==> config.mk <==
export PLATFORM = sky130hd
export DESIGN_NAME = rgb565_dvp8_tx
export DESIGN_NICKNAME = d
export VERILOG_FILES = /design/src/rtl/rgb565_dvp8_tx.sv
export SDC_FILE = /design/constraint.sdc
export NUM_CORES = 1
export LEC_CHECK = 0
export ABC_AREA = 0
export BUFFER_PORTS_ARGS = -buffer_cell sky130_fd_sc_hd__buf_2
export CORE_UTILIZATION = 57
export CTS_CLUSTER_SIZE = 16
export DETAILED_ROUTE_END_ITERATION = 6
export PLACE_DENSITY_LB_ADDON = 0.3
export SYNTH_ARGS = -nofsm -noshare
export SYNTH_HDL_FRONTEND = slang
export SYNTH_SLANG_ARGS = --single-unit
==> constraint.sdc <==
create_clock -name pclk -period 3 [get_ports pclk]
set_input_delay 0.15 -clock pclk [delete_from_list [all_inputs] [get_ports pclk]]
set_output_delay 0.15 -clock pclk [all_outputs]
set_load 0.1 [all_outputs]
==> src/rtl/rgb565_dvp8_tx.sv <==
// rgb565_dvp8_tx: RGB565 pixel stream to 8-bit DVP transmitter.
// Each accepted pixel goes out as two bytes, high byte first, with vs_o/de_o
// framing generated from internal line/pixel counters.
// Optional build macro SOF_SYNC_EN: frames start only on a pixel marked with
// pix_sof, and stale pixels are discarded while waiting for alignment.
//
// Handshake: a pixel transfers on a pclk edge where pix_valid & pix_ready;
// pix_ready never depends on pix_valid, and the source holds data while
// pix_ready is low.
module rgb565_dvp8_tx #(
    parameter int H_ACTIVE = 1024,
    parameter int V_ACTIVE = 768,
    parameter int H_BLANK  = 64,
    parameter int VS_LINES = 2,
    parameter int V_BACK   = 4,
    parameter int V_FRONT  = 4
) (
    input  logic        pclk,
    input  logic        rst_n,
    input  logic        tx_en,
    input  logic        pix_valid,
    input  logic [15:0] pix_data,
    input  logic        pix_sof,
    output logic        pix_ready,
    output logic        vs_o,
    output logic        de_o,
    output logic [7:0]  pdata_o,
    output logic        frame_done,
    output logic        underflow
);
    localparam int L_LEN = 2 * H_ACTIVE + H_BLANK;
    localparam int HW    = $clog2(L_LEN);

    typedef enum logic [2:0] {
        S_IDLE   = 3'd0,
        S_VSYNC  = 3'd1,
        S_VBACK  = 3'd2,
        S_ACTIVE = 3'd3,
        S_VFRONT = 3'd4
    } state_t;

    state_t          state_q, state_d;
    logic [HW-1:0]   hcnt_q, hcnt_d;
    logic [15:0]     vcnt_q, vcnt_d;
    logic            phase_q, phase_d;
    logic [7:0]      lo_q, lo_d;
    logic [7:0]      pdata_q, pdata_d;
    logic            vs_q, vs_d;
    logic            de_q, de_d;
    logic            fd_q, fd_d;
    logic            uf_q, uf_d;

    logic            line_end;
    logic            act_slot;
    logic            frame_end;
    logic            start_ok;
    logic            restart;

    assign line_end = (hcnt_q == HW'(L_LEN - 1));
    assign act_slot = (state_q == S_ACTIVE) && (hcnt_q < HW'(2 * H_ACTIVE));

`ifdef SOF_SYNC_EN
    // Idle drains stale pixels but never consumes the start-of-frame pixel;
    // that one is held upstream and becomes the first active pixel.
    assign pix_ready = (act_slot & ~phase_q) | ((state_q == S_IDLE) & ~pix_sof);
    assign start_ok  = tx_en & pix_valid & pix_sof;
    // Every frame realigns through idle on the next marked pixel.
    assign restart   = 1'b0;
`else
    logic sof_unused;
    assign sof_unused = pix_sof;
    assign pix_ready  = act_slot & ~phase_q;
    assign start_ok   = tx_en;
    assign restart    = tx_en;
`endif

    // Frame sequencer: region state plus pixel and line counters.
    always_comb begin
        state_d   = state_q;
        hcnt_d    = hcnt_q;
        vcnt_d    = vcnt_q;
        frame_end = 1'b0;
        if (state_q != S_IDLE) begin
            hcnt_d = line_end ? '0 : hcnt_q + HW'(1);
        end
        case (state_q)
            S_IDLE: begin
                if (start_ok) begin
                    state_d = S_VSYNC;
                    hcnt_d  = '0;
                    vcnt_d  = '0;
                end
            end
            S_VSYNC: begin
                if (line_end) begin
                    if (vcnt_q == 16'(VS_LINES - 1)) begin
                        vcnt_d  = '0;
                        state_d = (V_BACK == 0) ? S_ACTIVE : S_VBACK;
                    end else begin
                        vcnt_d = vcnt_q + 16'd1;
                    end
                end
            end
            S_VBACK: begin
                if (line_end) begin
                    if (vcnt_q == 16'(V_BACK - 1)) begin
                        vcnt_d  = '0;
                        state_d = S_ACTIVE;
                    end else begin
                        vcnt_d = vcnt_q + 16'd1;
                    end
                end
            end
            S_ACTIVE: begin
                if (line_end) begin
                    if (vcnt_q == 16'(V_ACTIVE - 1)) begin
                        vcnt_d = '0;
                        if (V_FRONT == 0) frame_end = 1'b1;
                        else              state_d   = S_VFRONT;
                    end else begin
                        vcnt_d = vcnt_q + 16'd1;
                    end
                end
            end
            S_VFRONT: begin
                if (line_end) begin
                    if (vcnt_q == 16'(V_FRONT - 1)) frame_end = 1'b1;
                    else                            vcnt_d    = vcnt_q + 16'd1;
                end
            end
            default: state_d = S_IDLE;
        endcase
        if (frame_end) begin
            state_d = restart ? S_VSYNC : S_IDLE;
            hcnt_d  = '0;
            vcnt_d  = '0;
        end
    end

    // Registered outputs: byte serializer, sync flags and sticky underflow.
    always_comb begin
        vs_d    = (state_q == S_VSYNC);
        de_d    = act_slot;
        fd_d    = frame_end;
        pdata_d = 8'h00;
        lo_d    = lo_q;
        uf_d    = uf_q;
        phase_d = 1'b0;
        if (act_slot) begin
            phase_d = ~phase_q;
            if (!phase_q) begin
                if (pix_valid) begin
                    pdata_d = pix_data[15:8];
                    lo_d    = pix_data[7:0];
`ifdef SOF_SYNC_EN
                    if (pix_sof && !(vcnt_q == 16'd0 && hcnt_q == '0)) uf_d = 1'b1;
`endif
                end else begin
                    // Missing pixel: keep timing, send a black pixel.
                    lo_d = 8'h00;
                    uf_d = 1'b1;
                end
            end else begin
                pdata_d = lo_q;
            end
        end
    end

    // State and output registers, cleared asynchronously.
    always_ff @(posedge pclk or negedge rst_n) begin
        if (!rst_n) begin
            state_q <= S_IDLE;
            hcnt_q  <= '0;
            vcnt_q  <= '0;
            phase_q <= 1'b0;
            lo_q    <= 8'h00;
            pdata_q <= 8'h00;
            vs_q    <= 1'b0;
            de_q    <= 1'b0;
            fd_q    <= 1'b0;
            uf_q    <= 1'b0;
        end else begin
            state_q <= state_d;
            hcnt_q  <= hcnt_d;
            vcnt_q  <= vcnt_d;
            phase_q <= phase_d;
            lo_q    <= lo_d;
            pdata_q <= pdata_d;
            vs_q    <= vs_d;
            de_q    <= de_d;
            fd_q    <= fd_d;
            uf_q    <= uf_d;
        end
    end

    assign vs_o       = vs_q;
    assign de_o       = de_q;
    assign pdata_o    = pdata_q;
    assign frame_done = fd_q;
    assign underflow  = uf_q;

endmodule
## Word-level counts from Yosys, hierarchy flattened

Index checks and enable logic that the tools add are counted.

| storage, ports and cells | value |
|---|---|
| memory bits (read-only) | 0 |
| memories kept | 0 |
| latch bits | 0 |
| output and inout port bits | 13 |
| RAM bits | 0 |
| flip-flop bits (word level) | 52 |
| input port bits | 21 |

| cells by class | value |
|---|---|
| bitwise gates (word level) | 3 |
| shift operators | 0 |
| magnitude comparators | 1 |
| add/subtract/negate cells | 2 |
| div/mod/pow operators | 0 |
| reduce and logical (&&, ||, !) cells | 8 |
| multiplexer cells | 34 |
| multiply operators | 0 |
| equality and inequality tests | 18 |

Operator list:

| operator | count |
|---|---|
| $mux W16 | 10 |
| $pmux W16 S5 | 1 |
| $mux W12 | 5 |
| $mux W8 | 4 |
| $mux W3 | 8 |
| $ne A3 B3 Y1 const B | 6 |
| $add A16 B1 Y16 const B | 1 |
| $eq A16 B1 Y1 const B | 1 |
| $eq A16 B10 Y1 const B | 1 |
| $eq A16 B2 Y1 const B | 1 |
| $pmux W3 S5 | 1 |
| $add A12 B1 Y12 const B | 1 |
| $eq A12 B12 Y1 const B | 1 |
| $lt A12 B12 Y1 const B | 1 |
| $reduce_and A8 Y1 | 1 |
| $reduce_and A7 Y1 | 1 |
| $eq A3 B2 Y1 const B | 2 |
| $ne A3 B1 Y1 const B | 2 |
| $reduce_bool A6 Y1 | 1 |
| $mux W1 | 5 |
| $eq A3 B1 Y1 const B | 1 |
| $eq A3 B3 Y1 const B | 1 |
| $logic_not A3 Y1 | 1 |
| $ne A3 B2 Y1 const B | 1 |
| other kinds (7) | 8 |

## Longest topological paths before layout

Gate-level depths: netlist of the first run.

| logic depth | value |
|---|---|
| depth after elaboration | 6 |
| depth in mapped cells | 8 |
| gate-level depth less buffers | 7 |

## Least setup slack after synthesis of the first run

OpenSTA, ideal clock, no wires.

| path | value |
|---|---|
| path type | register -> register |
| start | reg state_q[0] |
| end | reg pdata_q[0], in the netlist pdata_o[0] |
| arrival time | 2.508 ns |
| setup time | 0.121 ns |
| slack | 0.371 ns |
| period minus slack after synthesis | 2.629 ns |
| buffers on the path | 3 |
| stages on the path, launching flop included | 9 |
| cell sequence | dfrtp_1 -> clkbuf_1 -> nand3b_1 -> or3_1 -> buf_2 -> clkinv_1 -> and2_1 -> buf_2 -> a22o_1 |

| on the way | value |
|---|---|
| word-level cells in the longest chain between the ends | 3 |

RTL lines:

| what | RTL line | source |
|---|---|---|
| start, declared | 42 | `state_t state_q, state_d;` |
| start signal, assigned | 183 | `state_q <= state_d;` |
| $eq A3 B2 Y1 | 60 | `assign act_slot = (state_q == S_ACTIVE) && (hcnt_q < HW'(2 * H_ACTIVE));` |
| $logic_and A1 B1 Y1 | 60 |  |
| $mux W8 | 149 | `if (act_slot) begin` |
| named net pdata_d[0] | 47 | `logic [7:0] pdata_q, pdata_d;` |
| end signal, assigned | 188 | `pdata_q <= pdata_d;` |
| end, declared | 47 |  |

The timed path passes the listed nets, and every way through them passes these cells.
A chain may end at the register's enable or synchronous reset.

## Final worst setup path of the first run

| path | value |
|---|---|
| start | reg state_q[2] |
| end | out pix_ready |

| on the way | value |
|---|---|
| word-level cells in the longest chain between the ends | 3 |

RTL lines:

| what | RTL line | source |
|---|---|---|
| $eq A3 B2 Y1 | 60 |  |
| $logic_and A1 B1 Y1 | 60 |  |
| $and A1 B1 Y1 | 72 | `assign pix_ready = act_slot & ~phase_q;` |
| end, declared | 24 | `output logic pix_ready,` |

Every way passes these cells.

==> results of run 1 <==
==> cell usage after synthesis, types with 3 or more instances <==
library cell / n
ha_1: 3
a21oi_1: 4
or3_1: 4
a22o_1: 17
nand2_1: 32
xnor2_1: 5
clkbuf_1: 6
nor3_1: 7
dfrtp_1: 52
and3_1: 7
xor2_1: 6
a21o_1: 7
nor2_1: 26
inv_1: 3
and4_1: 4
nand4_1: 3
and2_1: 3
o21ai_0: 6
o21bai_1: 3
o31ai_1: 4
nand3_1: 19
a221o_1: 3
==> routing by layer <==
metal / wire length (um) / vias up / share of wire (%) / track usage, %
met1: 2320 / 959 / 45 / 33.0
met2: 2560 / 50 / 50 / 38.2
met5: 0 / - / 0 / 0
met4: 60 / 0 / 1.2 / 8.84
met3: 207 / 6 / 4.0 / 5.23
li1: - / 990 / - / -
==> area by class of cell <==
| class | instances | area (um2) |
|---|---|---|
| timing repair buffer | 36 | 193 |
| fill | 336 | 1490 |
| sequential | 52 | 1300 |
| clock inverter | 2 | 16.3 |
| inverter | 4 | 15.0 |
| tap | 52 | 65.1 |
| multi-input combinational | 190 | 1200 |
| clock buffer | 6 | 72.6 |
==> state kept, by name, indices dropped and copies added, names as in the netlist <==
| register | count |
|---|---|
| vcnt_q | 16 |
| hcnt_q | 12 |
| lo_q | 8 |
| pdata_o | 8 |
| state_q | 3 |
| de_o | 1 |
| frame_done | 1 |
| phase_q | 1 |
| underflow | 1 |
| vs_o | 1 |
==> timing repair <==
action,in CTS,in global routing
setup buffers,0,0
endpoints found under the hold margin,33,0
hold buffers,1,0
==> cell families after synthesis <==
family | after synthesis | share of synthesized area [%]
xor+xnor | 11 | 3.74
compound gates | 52 | 15.6
simple gates | 122 | 25.0
flops | 52 | 50.5
mux | 2 | 0.873
fa+ha+maj | 3 | 1.46
buf+inv | 16 | 2.86
==> worst max path at each step <==
stage                                start                     end  slack [ns]  depth (start not counted)
finish              state_q[2]$_DFFE_PN0P_               pix_ready        0.52                          4
global route        state_q[2]$_DFFE_PN0P_               pix_ready        0.39                          4
CTS                 state_q[2]$_DFFE_PN0P_               pix_ready        0.52                          4
detailed placement   vcnt_q[0]$_DFFE_PN0P_  vcnt_q[10]$_DFFE_PN0P_        0.65                          7
global placement     vcnt_q[0]$_DFFE_PN0P_   vcnt_q[8]$_DFFE_PN0P_        0.70                          7
floorplan           state_q[0]$_DFFE_PN0P_    pdata_o[0]$_DFF_PN0_        0.37                          8
==> per-stage QoR <==
stage               utilization [%]  total power, mW  std cells  hold WS [ns]
floorplan                         -             1.22        258        -0.146
global route                   65.8             1.82        342        0.0521
CTS                            65.8             1.73        342        0.0555
detailed placement             63.6             1.33        333         0.263
global placement               63.6             1.31        333         0.255
finish                         65.8             1.72        342        0.0622
==> critical path, cell delays in order, from the launching register on <==
cell      delay, ns
dfrtp_1        0.51
nand3b_1       0.29
or3_1          0.51
clkinv_1       0.24
buf_2          0.47
==> power by group <==
group	internal (mW)	switching (mW)
combinational	0.189	0.312
sequential	0.758	0.0648
clock	0.166	0.232
total	1.11	0.609
==> results.md, run 1 <==
- Die area: 4800 um2
- Crit path required time: 2.85 ns
- Critical R2R Launch: vcnt_q[0]$_DFFE_PN0P_
- Final hold viol count: 0
- Period Utilization, post-route: 82.5%
- Post-synthesis area per instance: 10.0 um2
- RR Endpoint: vcnt_q[10]$_DFFE_PN0P_
- Global-route wire length before repair: 9290 um
- Setup crit start kind: flip-flop
- Slew @ Worst Pin: 0.834 ns
- Routed WL: 5150 um
- Core area: 4350 um2
- Most frequent cells in the layout: 52 x dfrtp_1, 32 x nand2_1, 32 x buf_2
- TritonCTS clock tree: yes
- Syn Inst Count: 258
- Final Skew: 0.00937 ns
- GPL Wtd Cong: 0.825
- Post-Syn Nets: 282
- Initial antenna violation count: 0
- Residual DRC: 0
- Fin nets: 313
- Max Transition Viols Final: 0
- Vias per cell: 5.86
- Synth unique cells: 50
- Syn. warnings: 0
- Register area share after synthesis: 50.5%
- Reg2Reg Depth: 7
- # port buffers: 32
- Via count: 2,005
- Critical Path AT: 2.33 ns
- Primary FF master, synth: dfrtp_1
- Starting density of the core: 59.2%
- Status: completed
- Post-synth top area cell: dfrtp_1
- Post-CTS Resized: 0
- First-pass DRT Iterations: 4
- Setup_tns: 0 ns
- Area post-placement: 2770 um2
- HP Start: pix_data[14]
- Row count: 24
- Num CTS Buffers: 5
- Area growth syn-to-layout: 11.2%
- Critical path class: reg -> out
- Post-Place Setup Slack: 0.647 ns
- Path category of the worst min-delay check: in -> reg
- Max-cap violations: 0
- Share of post-route cells with drive strength above 1: 19.7%
- Vias in the first global route: 2,010
- ANT cells: 0
- P_leak: 1.36 nW
- RSZ-0062 raised after global routing: false
- IO Pins: 34
- Final ANT Viol Nets: 0
- Yosys reg bits: 52
- Fin area: 2870 um2
- Largest net degree at the start of global routing: 35
- Fin crit period: 2.48 ns
- Post-synth top area share: 50.5%
- Worst-path fanout max: 11
- Setup WS post-layout: 0.524 ns
- Crit end category: output pin
- Post-DP HPWL: 3510 um
- Aggregate global-route resource usage: 24.2%
- Final setup viols: 0
- CTS clock-pin slew for the worst setup and hold paths: 0.10 ns
- Most common cell after layout, fill and taps aside: dfrtp_1
- H-tree depth reported by CTS: 2
- DR WL/cell: 15.1 um
- Clock sinks: 52
- Total gr overflow: 0
- Synth Cell Area: 2580 um2
- Post-synth EDFFs: 0
- Hold path endpoint: pdata_o[6]$_DFF_PN0_
- WHS Path Cells: 2
- Die height: 69.3 um
- Clk Latency, worst-skew pair: 0.30 ns
- Synth area leaders: dfrtp_1 50%, a22o_1 5.8%, nand2_1 4.7%
- Die Span X: 69.3 um
- Worst-case vdd ir drop: 289 uV
- Clk root buf: clkbuf_8
- Slew headroom: 44.4%
- R2r setup slk: 0.58 ns
- Clock Path Buffers: 2
- Fmax: 404 MHz
- Iteration-0 DRC Markers: 171
- Asr flop ratio synth: 100%
- Power per cell area: 601 nW/um2
No activity file was read; power rests on OpenSTA's default activity.
==> inputs of run 2 (changes only) <==
- clock period: 3 -> 2.5 ns (I/O delays scaled with it)
==> run 2 against run 1 <==
  * Worst setup slack lost 0.33 ns
  * Largest power group unchanged
  * Count of clock-buffer cells in the layout is the same
  * Highest routed layer unchanged
  * Clock skew grew 0.0014 ns
  * Flip-flop and latch count is the same
  * Die area is the same
  * Largest cell class unchanged
==> results.md, run 2 (synthesis gave the netlist of run 1 again) <==
- Status: completed
- Slew headroom: 59.3%
- Crit end category: flip-flop
- Routed WL: 5000 um
- Share of post-route cells with drive strength above 1: 21.7%
- Worst-path fanout max: 12
- Flop pwr share: 46.5%
- Path category of the worst min-delay check: in -> reg
- Area growth syn-to-layout: 13.2%
- Worst-case vdd ir drop: 375 uV
- P_leak: 1.40 nW
- Period Utilization, post-route: 92.1%
- ANT cells: 0
- Crit path required time: 2.70 ns
- Vias per cell: 5.81
- Final Skew: 0.0108 ns
- Slowest cell on the critical path: or3_4
- HP Start: pix_data[8]
- Post-DP HPWL: 3510 um
- Slew @ Worst Pin: 0.609 ns
- RSZ-0062 raised after global routing: false
- Final setup viols: 0
- Most common cell after layout, fill and taps aside: dfrtp_1
- Critical Path AT: 2.50 ns
- Reg2Reg Depth: 6
- Die Span X: 69.3 um
- Fmax: 435 MHz
- DR WL/cell: 14.4 um
- Power per cell area: 717 nW/um2
- CTS clock-pin slew for the worst setup and hold paths: 0.10 ns
- Fin nets: 318
- Clock Path Buffers: 2
- Max FFs per register: 16
- IO Pins: 34
- R2r setup slk: 0.20 ns
- Iteration-0 DRC Markers: 110
- Die area: 4800 um2
- Biggest regs: vcnt_q (16), hcnt_q (12)
- First-pass DRT Iterations: 4
- Critical path class: reg -> reg
- Starting density of the core: 59.2%
- GPL Wtd Cong: 0.810
- Largest net degree at the start of global routing: 38
- Core area: 4350 um2
- CP peak stage delay: 0.48 ns
- Power consumption: 2.09 mW
- Fin crit period: 2.30 ns
- Final ANT Viol Nets: 0
- Comb power frac: 30.6%
- Setup_tns: 0 ns
- Clk Latency, worst-skew pair: 0.31 ns
- H-tree depth reported by CTS: 2
- Setup crit start kind: flip-flop
- Clock sinks: 52
- Final hold viol count: 0
- Residual DRC: 0
- Clk pwr share: 22.9%
- Max-cap violations: 0
- Internal: 1.37 mW
- Most frequent cells in the layout: 52 x dfrtp_1, 32 x nand2_1, 32 x buf_2
- Hold path endpoint: pdata_o[0]$_DFF_PN0_
- Max Transition Viols Final: 0
- Post-CTS setup buffer count: 0
- Global-route wire length before repair: 8840 um
- Initial antenna violation count: 0
- Vias in the first global route: 1,941
- Die height: 69.3 um
- Critical R2R Launch: hcnt_q[8]$_DFF_PN0_
- Area post-placement: 2810 um2
- Inst Count DP: 338
- Largest Register: vcnt_q
- TritonCTS clock tree: yes
- WHS Path Cells: 2
- Switching Fraction: 34.6%
- NetSw: 0.725 mW
- Layout Utilization: 67.1%
- Num CTS Buffers: 5
- Finished Layout Cells: 347
- Crit-path cells: nor4b_1 -> and3_1 -> o22ai_2 -> or3_4 -> a21o_2 -> a22o_1
- Aggregate global-route resource usage: 22.9%
- # port buffers: 32
- Row count: 24
- Via count: 2,016
- RR Endpoint: vcnt_q[8]$_DFFE_PN0P_
- Clk root buf: clkbuf_8
- Total gr overflow: 0
- Fin area: 2920 um2
run 2: layer usage:
layer	wire length [um]	up-vias	global-route usage, %	share of wire [%]
li1	-	1003	-	-
met1	2390	977	30.8	48
met2	2400	30	37.1	48
met3	153	6	5.23	3.1
met4	46	0	6.80	0.92
met5	0	-	0	0
run 2: worst max-delay path: cells and delay by family, from the launching register on:
family             cells  cell delay [ns]
AOI/OAI and AO/OA      3             0.57
DFF                    1             0.43
and+or+nand+nor        3             1.18
run 2: worst max-delay path by stage:
stage,startpoint,end,slack [ns],cells past startpoint
finish,hcnt_q[8]$_DFF_PN0_,vcnt_q[8]$_DFFE_PN0P_,0.20,6
global route,vcnt_q[6]$_DFFE_PN0P_,vcnt_q[8]$_DFFE_PN0P_,0.02,6
CTS,vcnt_q[0]$_DFFE_PN0P_,vcnt_q[8]$_DFFE_PN0P_,0.12,7
detailed placement,vcnt_q[0]$_DFFE_PN0P_,vcnt_q[8]$_DFFE_PN0P_,0.13,7
global placement,vcnt_q[0]$_DFFE_PN0P_,vcnt_q[8]$_DFFE_PN0P_,0.22,7
floorplan,state_q[0]$_DFFE_PN0P_,pdata_o[0]$_DFF_PN0_,0.36,8
run 2: metrics by stage:
| step | setup WS (ns) | hold WS, ns |
|---|---|---|
| after floorplan | 0.365 | -0.171 |
| after global placement | 0.219 | 0.0494 |
| after detailed placement | 0.133 | 0.0562 |
| after CTS | 0.123 | 0.0255 |
| after global routing | 0.0154 | 0.0233 |
| final | 0.199 | 0.0315 |
run 2: area by class of cell:
| class | instances | area [um2] |
|---|---|---|
| clock buffer | 6 | 72.6 |
| clock inverter | 2 | 16.3 |
| fill | 338 | 1430 |
| inverter | 4 | 16.3 |
| multi-input combinational | 190 | 1220 |
| sequential | 52 | 1300 |
| tap | 52 | 65.1 |
| timing repair buffer | 41 | 230 |
run 2: what timing repair did:
| action | 4_1_cts | 5_1_grt |
|---|---|---|
| endpoints found under the setup margin | 0 | 5 |
| hold buffers | 1 | 0 |
| endpoints found under the hold margin | 15 | 0 |
| resized for setup | 0 | 2 |
run 2: power groups by stage:
stage | logic [mW] | registers [mW] | clock network [mW]
after floorplan | 0.421 | 1.04 | 0
after global placement | 0.626 | 0.984 | 0
after detailed placement | 0.639 | 0.989 | 0
after CTS | 0.642 | 0.972 | 0.494
after global routing | 0.724 | 0.985 | 0.520
final | 0.641 | 0.974 | 0.479
==> inputs of run 3 (changes only) <==
==> constraint.sdc (replaced) <==
create_clock -name pclk -period 2.5 [get_ports pclk]
set_input_delay 0.5 -clock pclk [delete_from_list [all_inputs] [get_ports pclk]]
set_output_delay 0.5 -clock pclk [all_outputs]
set_load 0.1 [all_outputs]
==> run 3 against run 2 <==
  * Global-route usage is 1.0 points lower
  * Worst setup slack worse by 0.019 ns
  * Hold slack better by 0.074 ns
  * Combinational power is 4.4% lower
  * Clock skew is 0.0048 ns lower
  * Critical path depth stayed put
==> results.md, run 3 (synthesis gave the netlist of run 1 again) <==
- Slew headroom: 60.3%
- Clock Path Buffers: 2
- First-pass DRT Iterations: 4
- Die height: 69.3 um
- CTS clock-pin slew for the worst setup and hold paths: 0.10 ns
- TritonCTS clock tree: yes
- Final hold viol count: 0
- Starting density of the core: 59.2%
- Crit path required time: 2.69 ns
- Area post-placement: 2830 um2
- Setup_tns: 0 ns
- Inst Count DP: 339
- RSZ-0062 raised after global routing: false
- Row count: 24
- Worst-case vdd ir drop: 353 uV
- Fin nets: 318
- Register area: 1300 um2
- Fmax: 431 MHz
- Fin crit period: 2.32 ns
- CP peak stage delay: 0.45 ns
- Num CTS Buffers: 5
- Status: completed
- Die area: 4800 um2
- # port buffers: 32
- Area growth syn-to-layout: 13.7%
- Iteration-0 DRC Markers: 202
- Global-route wire length before repair: 8460 um
- Critical path class: reg -> reg
- Initial antenna violation count: 0
- Post-DP HPWL: 3470 um
- Power per cell area: 713 nW/um2
- Vias in the first global route: 1,848
- GPL Wtd Cong: 0.844
- Clk root buf: clkbuf_8
- Fin area: 2930 um2
- Slew @ Worst Pin: 0.594 ns
- Setup WS post-layout: 0.180 ns
- ANT cells: 0
- Worst-path fanout max: 12
- Largest net degree at the start of global routing: 22
- Most frequent cells in the layout: 52 x dfrtp_1, 32 x nand2_1, 31 x buf_2
- Die Span X: 69.3 um
- Slowest cell on the critical path: nor4_2
- IO Pins: 34
- Max Transition Viols Final: 0
- Aggregate global-route resource usage: 21.9%
- Hold-fix buffers, CTS: 0
- GRT Max-Usage Layer: met2
- Period Utilization, post-route: 92.8%
- Finished Layout Cells: 347
- Total gr overflow: 0
- Setup crit start kind: flip-flop
- Final ANT Viol Nets: 0
- Core area: 4350 um2
- Final setup viols: 0
- Clock sinks: 52
- Layout Utilization: 67.3%
- Residual DRC: 0
- Crit end category: flip-flop
- Vias per cell: 5.75
- GR Layer Usage met3: 4.80%
- Met2 usage: 33.7%
- H-tree depth reported by CTS: 2
- Post-Place Setup Slack: 0.176 ns
- DR WL/cell: 13.9 um
- Routed WL: 4810 um
- Fillers: 349
- Most common cell after layout, fill and taps aside: dfrtp_1
- Critical Path AT: 2.51 ns
- Biggest regs: vcnt_q (16), hcnt_q (12)
- P_leak: 1.40 nW
- Max-cap violations: 0
- Multi-input logic area: 1210 um2
- Via count: 1,996
- Path category of the worst min-delay check: in -> async
- Largest Register: vcnt_q
- Final Skew: 0.00600 ns
- Power consumption: 2.09 mW
- Max FFs per register: 16
- Clk Latency, worst-skew pair: 0.30 ns
- Crit-path cells: nor4_2 -> nand4_1 -> and3b_4 -> or3_4 -> and3_1 -> a221o_1
- Share of post-route cells with drive strength above 1: 22.4%
- Grt met1 use: 31.4%
- Fin Hold WS: 0.105 ns
## run 3: cell count changes in the layout (fill, tap and decap cells not counted), sizes merged
cell / before / now
clkbuf: 6 / 5
buf: 40 / 41
dlygate4sd3: 1 / 0
inv: 3 / 4
## run 3: what timing repair did
| item | in CTS | in global routing |
|---|---|---|
| hold endpoints to repair | 0 | 0 |
| endpoints found under the setup margin | 0 | 2 |
| setup buffers | 0 | 0 |
| gates resized for setup | 0 | 1 |
## run 3: path summary, 6_finish.rpt
| path | from | endpoint | slack, ns | depth (start not counted) |
|---|---|---|---|---|
| max | vcnt_q[12]$_DFFE_PN0P_ | vcnt_q[6]$_DFFE_PN0P_ | 0.18 | 6 |
| min | rst_n | lo_q[1]$_DFFE_PN0P_ | 0.11 | 1 |
| max reg2reg | vcnt_q[12]$_DFFE_PN0P_ | vcnt_q[6]$_DFFE_PN0P_ | 0.18 | 6 |
| min reg2reg | lo_q[6]$_DFFE_PN0P_ | lo_q[6]$_DFFE_PN0P_ | 0.48 | 2 |
| max in group asynchronous | rst_n | vcnt_q[0]$_DFFE_PN0P_ | 1.80 | 2 |
| min in group pclk | pix_data[15] | pdata_o[7]$_DFF_PN0_ | 0.41 | 2 |
## run 3: layer usage
layer	vias up	routed length, um
met2	39	2340
met3	5	214
met4	0	47
met1	953	2210
li1	999	-
met5	-	0
## run 3: critical path: cells and delay by family (launching register included)
kind,cells,cell delay (ns)
and+or+nand+nor,5,1.53
DFF,1,0.43
AOI/OAI and AO/OA,1,0.25
## run 3: final cells by class
class	count	share of cell area, %
clock buffers	5	2.35
clock inverters	3	0.939
inverters	4	0.555
multi-input cells	190	41.3
flip-flops and latches	52	44.4
well taps	52	2.22
repair buffers	41	8.28
## run 3: where the power goes
part,internal [mW],total (mW),switching [mW]
Sequential,0.910,0.985,0.0750
Combinational,0.245,0.613,0.368
Clock,0.206,0.492,0.286
Total,1.36,2.09,0.728
